$ cat config.mk
export PLATFORM = sky130hd
export DESIGN_NAME = alu_mul_seq_flat
export DESIGN_NICKNAME = d
export VERILOG_FILES = /design/src/rtl/alu_mul_seq_if.sv /design/src/rtl/alu_mul_seq.sv /design/src/flat_wrapper.sv
export SDC_FILE = /design/constraint.sdc
export NUM_CORES = 1
export LEC_CHECK = 0
export ABC_AREA = 1
export CORE_MARGIN = 4
export CORE_UTILIZATION = 25
export CTS_CLUSTER_SIZE = 16
export DETAILED_ROUTE_END_ITERATION = 10
export PLACE_DENSITY = 0.55
export SYNTH_ARGS = -nofsm -noshare
export SYNTH_HDL_FRONTEND = slang
export SYNTH_SLANG_ARGS = --single-unit
$ cat constraint.sdc
create_clock -name clk -period 1.9 [get_ports clk]
set_input_delay 0.38 -clock clk [delete_from_list [all_inputs] [get_ports clk]]
set_output_delay 0.38 -clock clk [all_outputs]
set_load 0.03 [all_outputs]
$ cat src/rtl/alu_mul_seq_if.sv
// Multiply sequencer bus: requester handshake (start/ready/busy/done/product)
// plus the shared-ALU operand/result path the sequencer drives while busy.
interface alu_mul_seq_if;
    logic        start;
    logic [63:0] multiplicand;
    logic [63:0] multiplier;
    logic        ready;
    logic        busy;
    logic        done;
    logic [63:0] product;
    logic [2:0]  alu_opcode;
    logic [63:0] alu_a;
    logic [63:0] alu_b;
    logic [63:0] alu_result;

    modport slave (
        input  start,
        input  multiplicand,
        input  multiplier,
        input  alu_result,
        output ready,
        output busy,
        output done,
        output product,
        output alu_opcode,
        output alu_a,
        output alu_b
    );

    modport master (
        output start,
        output multiplicand,
        output multiplier,
        output alu_result,
        input  ready,
        input  busy,
        input  done,
        input  product,
        input  alu_opcode,
        input  alu_a,
        input  alu_b
    );
endinterface

$ cat src/rtl/alu_mul_seq.sv
// Shift-and-add 64x64 (low 64 bits) multiplier driving the shared ALU; done k+1 cycles after start
// (k = multiplier msb index + 1), 1 cycle for a zero multiplier. start only taken while ready; no queueing.
module alu_mul_seq (
    input  logic         clk,
    input  logic         reset,
    alu_mul_seq_if.slave bus
);
    typedef enum logic [1:0] {
        ST_IDLE = 2'd0,
        ST_RUN  = 2'd1,
        ST_DONE = 2'd2
    } state_t;

    localparam logic [2:0] OP_LOAD = 3'd0;
    localparam logic [2:0] OP_SUM  = 3'd1;

    state_t      r_state;
    logic [63:0] r_acc;
    logic [63:0] r_mcand;
    logic [63:0] r_mplier;
    logic [63:0] r_product;
    logic [5:0]  r_count;

    state_t      w_state_nxt;
    logic [63:0] w_acc_nxt;
    logic [63:0] w_mcand_nxt;
    logic [63:0] w_mplier_nxt;
    logic [63:0] w_product_nxt;
    logic [5:0]  w_count_nxt;

    logic        w_accept;
    logic [63:0] w_acc_step;
    logic [63:0] w_mplier_sh;
    logic        w_run_exit;

    // The ALU adds acc+mcand combinationally; only keep the sum when this multiplier bit is set.
    assign w_accept    = (r_state != ST_RUN) && bus.start;
    assign w_acc_step  = r_mplier[0] ? bus.alu_result : r_acc;
    assign w_mplier_sh = r_mplier >> 1;
    assign w_run_exit  = (w_mplier_sh == 64'd0) || (r_count == 6'd63);

    always_comb begin
        w_state_nxt    = r_state;
        w_acc_nxt      = r_acc;
        w_mcand_nxt    = r_mcand;
        w_mplier_nxt   = r_mplier;
        w_product_nxt  = r_product;
        w_count_nxt    = r_count;

        bus.ready      = 1'b1;
        bus.busy       = 1'b0;
        bus.done       = 1'b0;
        bus.alu_opcode = OP_LOAD;
        bus.alu_a      = 64'd0;
        bus.alu_b      = 64'd0;

        case (r_state)
            ST_IDLE, ST_DONE: begin
                bus.done = (r_state == ST_DONE);
                if (w_accept) begin
                    w_acc_nxt    = 64'd0;
                    w_mcand_nxt  = bus.multiplicand;
                    w_mplier_nxt = bus.multiplier;
                    w_count_nxt  = 6'd0;
                    if (bus.multiplier == 64'd0) begin
                        w_state_nxt   = ST_DONE;
                        w_product_nxt = 64'd0;
                    end else begin
                        w_state_nxt   = ST_RUN;
                    end
                end else if (r_state == ST_DONE) begin
                    w_state_nxt = ST_IDLE;
                end
            end
            ST_RUN: begin
                bus.ready      = 1'b0;
                bus.busy       = 1'b1;
                bus.alu_opcode = OP_SUM;
                bus.alu_a      = r_acc;
                bus.alu_b      = r_mcand;
                w_acc_nxt      = w_acc_step;
                w_mcand_nxt    = r_mcand << 1;
                w_mplier_nxt   = w_mplier_sh;
                w_count_nxt    = r_count + 6'd1;
                // Leave as soon as no multiplier bits remain; count caps the loop at 64 steps.
                if (w_run_exit) begin
                    w_state_nxt   = ST_DONE;
                    w_product_nxt = w_acc_step;
                end
            end
            default: begin
                w_state_nxt = ST_IDLE;
            end
        endcase
    end

    always_ff @(posedge clk) begin
        if (reset) begin
            r_state   <= ST_IDLE;
            r_acc     <= 64'd0;
            r_mcand   <= 64'd0;
            r_mplier  <= 64'd0;
            r_product <= 64'd0;
            r_count   <= 6'd0;
        end else begin
            r_state   <= w_state_nxt;
            r_acc     <= w_acc_nxt;
            r_mcand   <= w_mcand_nxt;
            r_mplier  <= w_mplier_nxt;
            r_product <= w_product_nxt;
            r_count   <= w_count_nxt;
        end
    end

    assign bus.product = r_product;

endmodule

$ cat src/flat_wrapper.sv
// flat-port wrapper written by rule: the top's interface ports become plain ports
module alu_mul_seq_flat 
  (clk, reset, bus_start, bus_multiplicand, bus_multiplier, bus_alu_result, bus_ready, bus_busy, bus_done, bus_product, bus_alu_opcode, bus_alu_a, bus_alu_b);
  alu_mul_seq_if bus_i ();
  input  logic clk;
  input  logic reset;
  input wire logic [$bits(bus_i.start)-1:0] bus_start;
  input wire logic [$bits(bus_i.multiplicand)-1:0] bus_multiplicand;
  input wire logic [$bits(bus_i.multiplier)-1:0] bus_multiplier;
  input wire logic [$bits(bus_i.alu_result)-1:0] bus_alu_result;
  output wire logic [$bits(bus_i.ready)-1:0] bus_ready;
  output wire logic [$bits(bus_i.busy)-1:0] bus_busy;
  output wire logic [$bits(bus_i.done)-1:0] bus_done;
  output wire logic [$bits(bus_i.product)-1:0] bus_product;
  output wire logic [$bits(bus_i.alu_opcode)-1:0] bus_alu_opcode;
  output wire logic [$bits(bus_i.alu_a)-1:0] bus_alu_a;
  output wire logic [$bits(bus_i.alu_b)-1:0] bus_alu_b;
  assign bus_i.start = bus_start;
  assign bus_i.multiplicand = bus_multiplicand;
  assign bus_i.multiplier = bus_multiplier;
  assign bus_i.alu_result = bus_alu_result;
  assign bus_ready = bus_i.ready;
  assign bus_busy = bus_i.busy;
  assign bus_done = bus_i.done;
  assign bus_product = bus_i.product;
  assign bus_alu_opcode = bus_i.alu_opcode;
  assign bus_alu_a = bus_i.alu_a;
  assign bus_alu_b = bus_i.alu_b;
  alu_mul_seq u_core (.clk(clk), .reset(reset), .bus(bus_i));
endmodule
==> impl_metrics.tcl, run 1 <==
set metrics [dict create \
    num_rows 81 \
    grt_max_degree 66 \
    cts_tree "done" \
    violations "negative setup slack" \
    dieArea_um2 53600 \
    yosys.area_share.simple 0.287 \
    crit_end "bus_alu_a[25]" \
    clk_pin_slew_worst_paths_ns 0.06 \
    ys_warn_count 0 \
    vias 13900 \
    fmax_ghz 0.456 \
    antenna_cells 0 \
    fin_skew_ns 0.0175 \
    syn2layout_area_growth_pct 63.3 \
    end_kind "output pin" \
    grt_util_all_layers 0.163 \
    layout_commonest_cell "nand2_1" \
    synth_area_leaders "dfxtp_1, nand2_1, inv_1" \
    dp.final_hpwl_mm 31.9 \
    numCtsBuffers 31 \
    cp.arrival_ns 1.81 \
    vias_per_cell 4.57 \
    synth_compound_area_frac 0.151 \
    setup_ws_ns -0.293 \
    dpl_worst_slack_ns -0.678 \
    dieHeight_um 232 \
    leakagePower_nw 8.75 \
    hold_class "input port to register" \
    ys_seq_area_frac 0.423 \
    synth_top_family_by_area "simple AND/OR/NAND/NOR gates" \
    ios 393 \
    status "complete, but fails checks" \
    clk_latency_ns 0.56 \
    worst_r2r_path_depth 12 \
    period_needed_ns 2.19 \
    ir_drop_v 0.000492 \
    grt_pass1_wl_mm 72.3 \
    synth_xor_area_frac 0 \
    first_pass_iters 5 \
    rsz0062_at_grt "true" \
    drive_gt1_frac 0.229 \
    setup_tns_ns -35.27 \
    grt_pass1_vias 13400 \
    avgSynthCellArea_um2 6.54 \
    h-tree-depth 1 \
    clkSinkCount 264 \
    syn_inst 1911 \
    ff2ff_setup_slack_ns -0.04 \
    core_area_um2 49200 \
    synthAdderAreaFrac 0.00100 \
    gp_routability_congestion 0.858 \
    crit_required_ns 1.52 \
    antenna_found_initial 0 \
    finalCritPeriodShare 1.15 \
    maxSlewViolCount 0 \
    path_max_fanout 8 \
    initial_core_util 0.254 \
    wl_per_cell_um 15.9 \
    io_buffer_count 390 \
    clock_path_buffers 3 \
    routed_wl_mm 48.2 \
    fp.dieW_um 232 \
    drt_iter0_drc 919 \
    ant_nets 0 \
    r2r-end "u_core.bus.product[53]" \
    ys_types 24 \
    power_mw 15.6 \
    fin_nets 2540 \
    reg2reg_from "u_core.r_state[0]" \
    hold_violations 0 \
    cts_root_buffer "clkbuf_16" \
    yosysTopAreaCellShare 0.423 \
    worst_hold_slack_ns 0.198 \
    start_kind "register" \
    synth_top_area_cell "dfxtp_1" \
    syn_area_um2 12500 \
    final_cell_mix "nand2_1, dfxtp_1, clkdlybuf4s50_1" \
    setup_violations 253 \
    ys_ff_latch 264 \
    final_cells 3030 \
    cap_violations 0 \
    synth.area.mux_share 0 \
    p_per_area_nw_per_um2 767 \
    drc 0 \
    critPathKind "register to output pin" \
    fillers 5028 \
    overflow 0 \
    min_path_cells 2 \
    crit_path_start "u_core.r_state[0]" \
    dp_cells 2928 \
]
cells in the mapped netlist:
| library cell | n |
|---|---|
| nor3_2 | 1 |
| inv_1 | 263 |
| o21ai_0 | 67 |
| clkbuf_1 | 76 |
| a31oi_1 | 106 |
| buf_6 | 5 |
| nor2_4 | 1 |
| nor2_1 | 246 |
| buf_1 | 14 |
| nand3_1 | 76 |
| nor2_2 | 1 |
| a311oi_1 | 1 |
| buf_4 | 4 |
| a22oi_1 | 1 |
| conb_1 | 1 |
| ha_1 | 1 |
| nand2_1 | 488 |
| buf_2 | 44 |
| a221oi_1 | 22 |
| a21oi_1 | 135 |
| nor3_1 | 4 |
| dfxtp_1 | 264 |
| nand4_1 | 64 |
| inv_2 | 26 |
metal layers:
metal | wire, µm | GRT usage | vias to the layer above | part of all wire
met1 | 20900 | 0.211 | 6483 | 0.43
met4 | 800 | 0.0267 | 0 | 0.017
met2 | 23400 | 0.283 | 400 | 0.49
li1 | - | - | 6923 | -
met3 | 3040 | 0.0380 | 54 | 0.063
met5 | 0 | 0 | - | 0
worst min-delay path by stage:
| stage | start | end | slack, ns |
|---|---|---|---|
| final | reset | u_core.r_acc[57] | 0.20 |
| after global routing | reset | u_core.r_acc[39] | 0.19 |
| after CTS | reset | u_core.r_acc[60] | 0.16 |
| after detailed placement | u_core.r_acc[14] | u_core.r_acc[14] | 0.46 |
| after global placement | u_core.r_mcand[0] | u_core.r_mcand[0] | 0.45 |
| after floorplan | u_core.r_mcand[0] | u_core.r_mcand[0] | 0.44 |
cells by family after synthesis:
kind of cell               Yosys count
and+or+nand+nor                    881
AOI/OAI and AO/OA                  332
buffers and inverters              432
DFF                                264
adders and majority gates            1
other                                1
state kept, by name, indices dropped and copies added, names as in the netlist:
register	count
u_core.r_mplier	64
u_core.r_acc	64
u_core.bus.product	64
u_core.r_count	6
u_core.r_state	2
u_core.r_mcand	64
report_power, final:
group	internal [mW]	switching [mW]
logic	1.66	2.08
clock network	3.39	2.37
registers	5.88	0.258
total	10.9	4.71
final cells by class:
| type | instances | area (µm²) | share of cell area |
|---|---|---|---|
| clock buffers | 46 | 902 | 0.0442 |
| clock inverters | 9 | 78.8 | 0.00386 |
| inverters | 289 | 1120 | 0.0547 |
| multi-input cells | 1216 | 6250 | 0.306 |
| flip-flops and latches | 264 | 5290 | 0.259 |
| well taps | 664 | 831 | 0.0407 |
| repair buffers | 542 | 5940 | 0.291 |
timing repair:
| action | CTS | global route |
|---|---|---|
| pin swaps | 1 | 3 |
| gates cloned | 10 | 8 |
| endpoints found under the setup margin | 241 | 455 |
| hold buffers | 0 | 0 |
| gates resized for setup | 275 | 106 |
| buffers inserted | 27 | 6 |
critical path: stages (launching register included):
cell and delay [ns]:
dfxtp_2 0.33, inv_2 0.05, nor2_4 0.16, buf_12 0.15, inv_12 0.06, buf_16 0.15, buf_12 0.14, nor2_4 0.08
buf_6 0.13
metrics by stage:
step                      area [µm²]  utilization
final                          20400        0.415
after global routing           20400        0.415
after CTS                      19900        0.404
after detailed placement       17500        0.356
after global placement         17500        0.356
after floorplan                12500            -
No activity file was read; power rests on OpenSTA's default activity.
==> run 2, diff against run 1 <==
--- a/config.mk
+++ b/config.mk
@@ -6,11 +6,14 @@
 export NUM_CORES = 1
 export LEC_CHECK = 0
 export ABC_AREA = 1
+export CELL_PAD_IN_SITES_DETAIL_PLACEMENT = 1
+export CELL_PAD_IN_SITES_GLOBAL_PLACEMENT = 1
 export CORE_MARGIN = 4
 export CORE_UTILIZATION = 25
+export CTS_CLUSTER_DIAMETER = 80
 export CTS_CLUSTER_SIZE = 16
 export DETAILED_ROUTE_END_ITERATION = 10
-export PLACE_DENSITY = 0.55
+export PLACE_DENSITY = 0.72
 export SYNTH_ARGS = -nofsm -noshare
 export SYNTH_HDL_FRONTEND = slang
 export SYNTH_SLANG_ARGS = --single-unit
==> impl_metrics.tcl, run 2 (synthesis gave the netlist of run 1 again) <==
set metrics [dict create \
    dieHeight_um 232 \
    cap_violations 0 \
    period_needed_ns 2.16 \
    core_area_um2 49200 \
    grt_pass1_wl_mm 81.9 \
    fmax_ghz 0.463 \
    pwr-share-clk 0.312 \
    io_buffer_count 390 \
    tightest_slew_ns 0.574 \
    antenna_cells 0 \
    cts_root_buffer "clkbuf_16" \
    gp_routability_congestion 0.810 \
    swShare 0.319 \
    ir_drop_v 0.000523 \
    setup_ws_ns -0.260 \
    crit_required_ns 1.52 \
    antenna_found_initial 2 \
    netSwitchingPower_mw 4.62 \
    syn2layout_area_growth_pct 64.0 \
    cts_hold_buf 0 \
    cts_tree "done" \
    vias_per_cell 4.71 \
    dieArea_um2 53600 \
    initial_core_util 0.254 \
    slowest_stage "dfxtp_2" \
    p_int_mw 9.84 \
    setup_tns_ns -26.95 \
    hold_class "input port to register" \
    hold_violations 0 \
    clk_pin_slew_worst_paths_ns 0.07 \
    overflow 0 \
    clock_path_buffers 3 \
    dp_cells 2964 \
    final_cell_mix "nand2_1, dfxtp_1, inv_1" \
    pwr-share-seq 0.424 \
    status "complete, but fails checks" \
    fp.dieW_um 232 \
    h-tree-depth 1 \
    numCtsBuffers 22 \
    pwr-share-comb 0.263 \
    fin_nets 2584 \
    num_rows 81 \
    drt_iter0_drc 717 \
    rsz0062_at_grt "true" \
    dp.final_hpwl_mm 35.8 \
    maxSlewViolCount 0 \
    path_max_fanout 8 \
    grt_pass1_vias 15000 \
    finalCritPeriodShare 1.14 \
    routed_wl_mm 54.6 \
    violations "negative setup slack" \
    fin_skew_ns 0.0143 \
    grt_max_degree 88 \
    start_kind "register" \
    final_cells 3061 \
    slew_headroom 0.618 \
    grt_util_all_layers 0.186 \
    drc 0 \
    clk_latency_ns 0.53 \
    ios 393 \
    fin_util 0.417 \
    critPathKind "register to output pin" \
    wl_per_cell_um 17.8 \
    cpPeakStageDelay_ns 0.34 \
    p_per_area_nw_per_um2 706 \
    worstPathCellList "inv_2, nor2_4, buf_12, buf_16, clkbuf_16, nand2_2, inv_2, buf_6" \
    setup_violations 131 \
    clkSinkCount 264 \
    ant_nets 0 \
    postLayoutCellArea_um2 20500 \
    dpl_cell_area_um2 17800 \
    drive_gt1_frac 0.245 \
    end_kind "output pin" \
    leakagePower_nw 9.23 \
    vias 14400 \
    cp.arrival_ns 1.78 \
    first_pass_iters 5 \
    path_common_cell "inv_2" \
    worst_hold_slack_ns 0.169 \
    layout_commonest_cell "nand2_1" \
]
[run 2: final timing paths]
| path | from | endpoint | slack (ns) | cells after the start |
|---|---|---|---|---|
| min | bus_multiplier[21] | u_core.r_mplier[21] | 0.17 | 3 |
| max | u_core.r_state[0] | bus_alu_b[46] | -0.26 | 8 |
| min reg2reg | u_core.r_acc[41] | u_core.r_acc[41] | 0.47 | 2 |
| max reg2reg | u_core.r_state[0] | u_core.r_mcand[19] | 0.04 | 9 |
[run 2: layout make-up]
type | count | area, µm²
clock buffers | 29 | 618
clock inverters | 4 | 43.8
fillers | 5979 | 28700
inverters | 289 | 1120
multi-input cells | 1216 | 6170
flip-flops and latches | 264 | 5290
well taps | 664 | 831
repair buffers | 595 | 6420
[run 2: routing by layer]
metal / up-vias / share of wire / track usage
li1: 7003 / - / -
met1: 6998 / 0.42 / 0.234
met2: 358 / 0.50 / 0.333
met3: 53 / 0.056 / 0.0344
met4: 4 / 0.017 / 0.0353
met5: - / 0.00049 / 0
[run 2: what timing repair did]
item,CTS,global route
cloned,11,12
gates resized for setup,291,181
pin swaps,7,30
setup buffers,29,16
setup endpoints to repair,261,230
[run 2: power groups by stage]
stage / Sequential (mW) / Combinational (mW) / Clock, mW
final: 6.13 / 3.81 / 4.51
after global routing: 6.18 / 4.14 / 4.85
after CTS: 6.10 / 3.63 / 4.66
after detailed placement: 6.22 / 3.26 / 0
after global placement: 6.21 / 3.20 / 0
after floorplan: 6.36 / 1.56 / 0
[run 2: worst max-delay path: cells and delay by family (launching register included)]
| kind | cells | cell delay [ns] |
|---|---|---|
| and+or+nand+nor | 2 | 0.16 |
| DFF | 1 | 0.34 |
| buffers and inverters | 6 | 0.73 |
[run 2: through the flow]
| step | total power [mW] | setup WS [ns] |
|---|---|---|
| global placement | 9.41 | -0.693 |
| CTS | 14.4 | -0.325 |
| detailed placement | 9.49 | -0.710 |
| floorplan | 7.92 | -0.0715 |
| global route | 15.2 | -0.332 |
| finish | 14.5 | -0.260 |
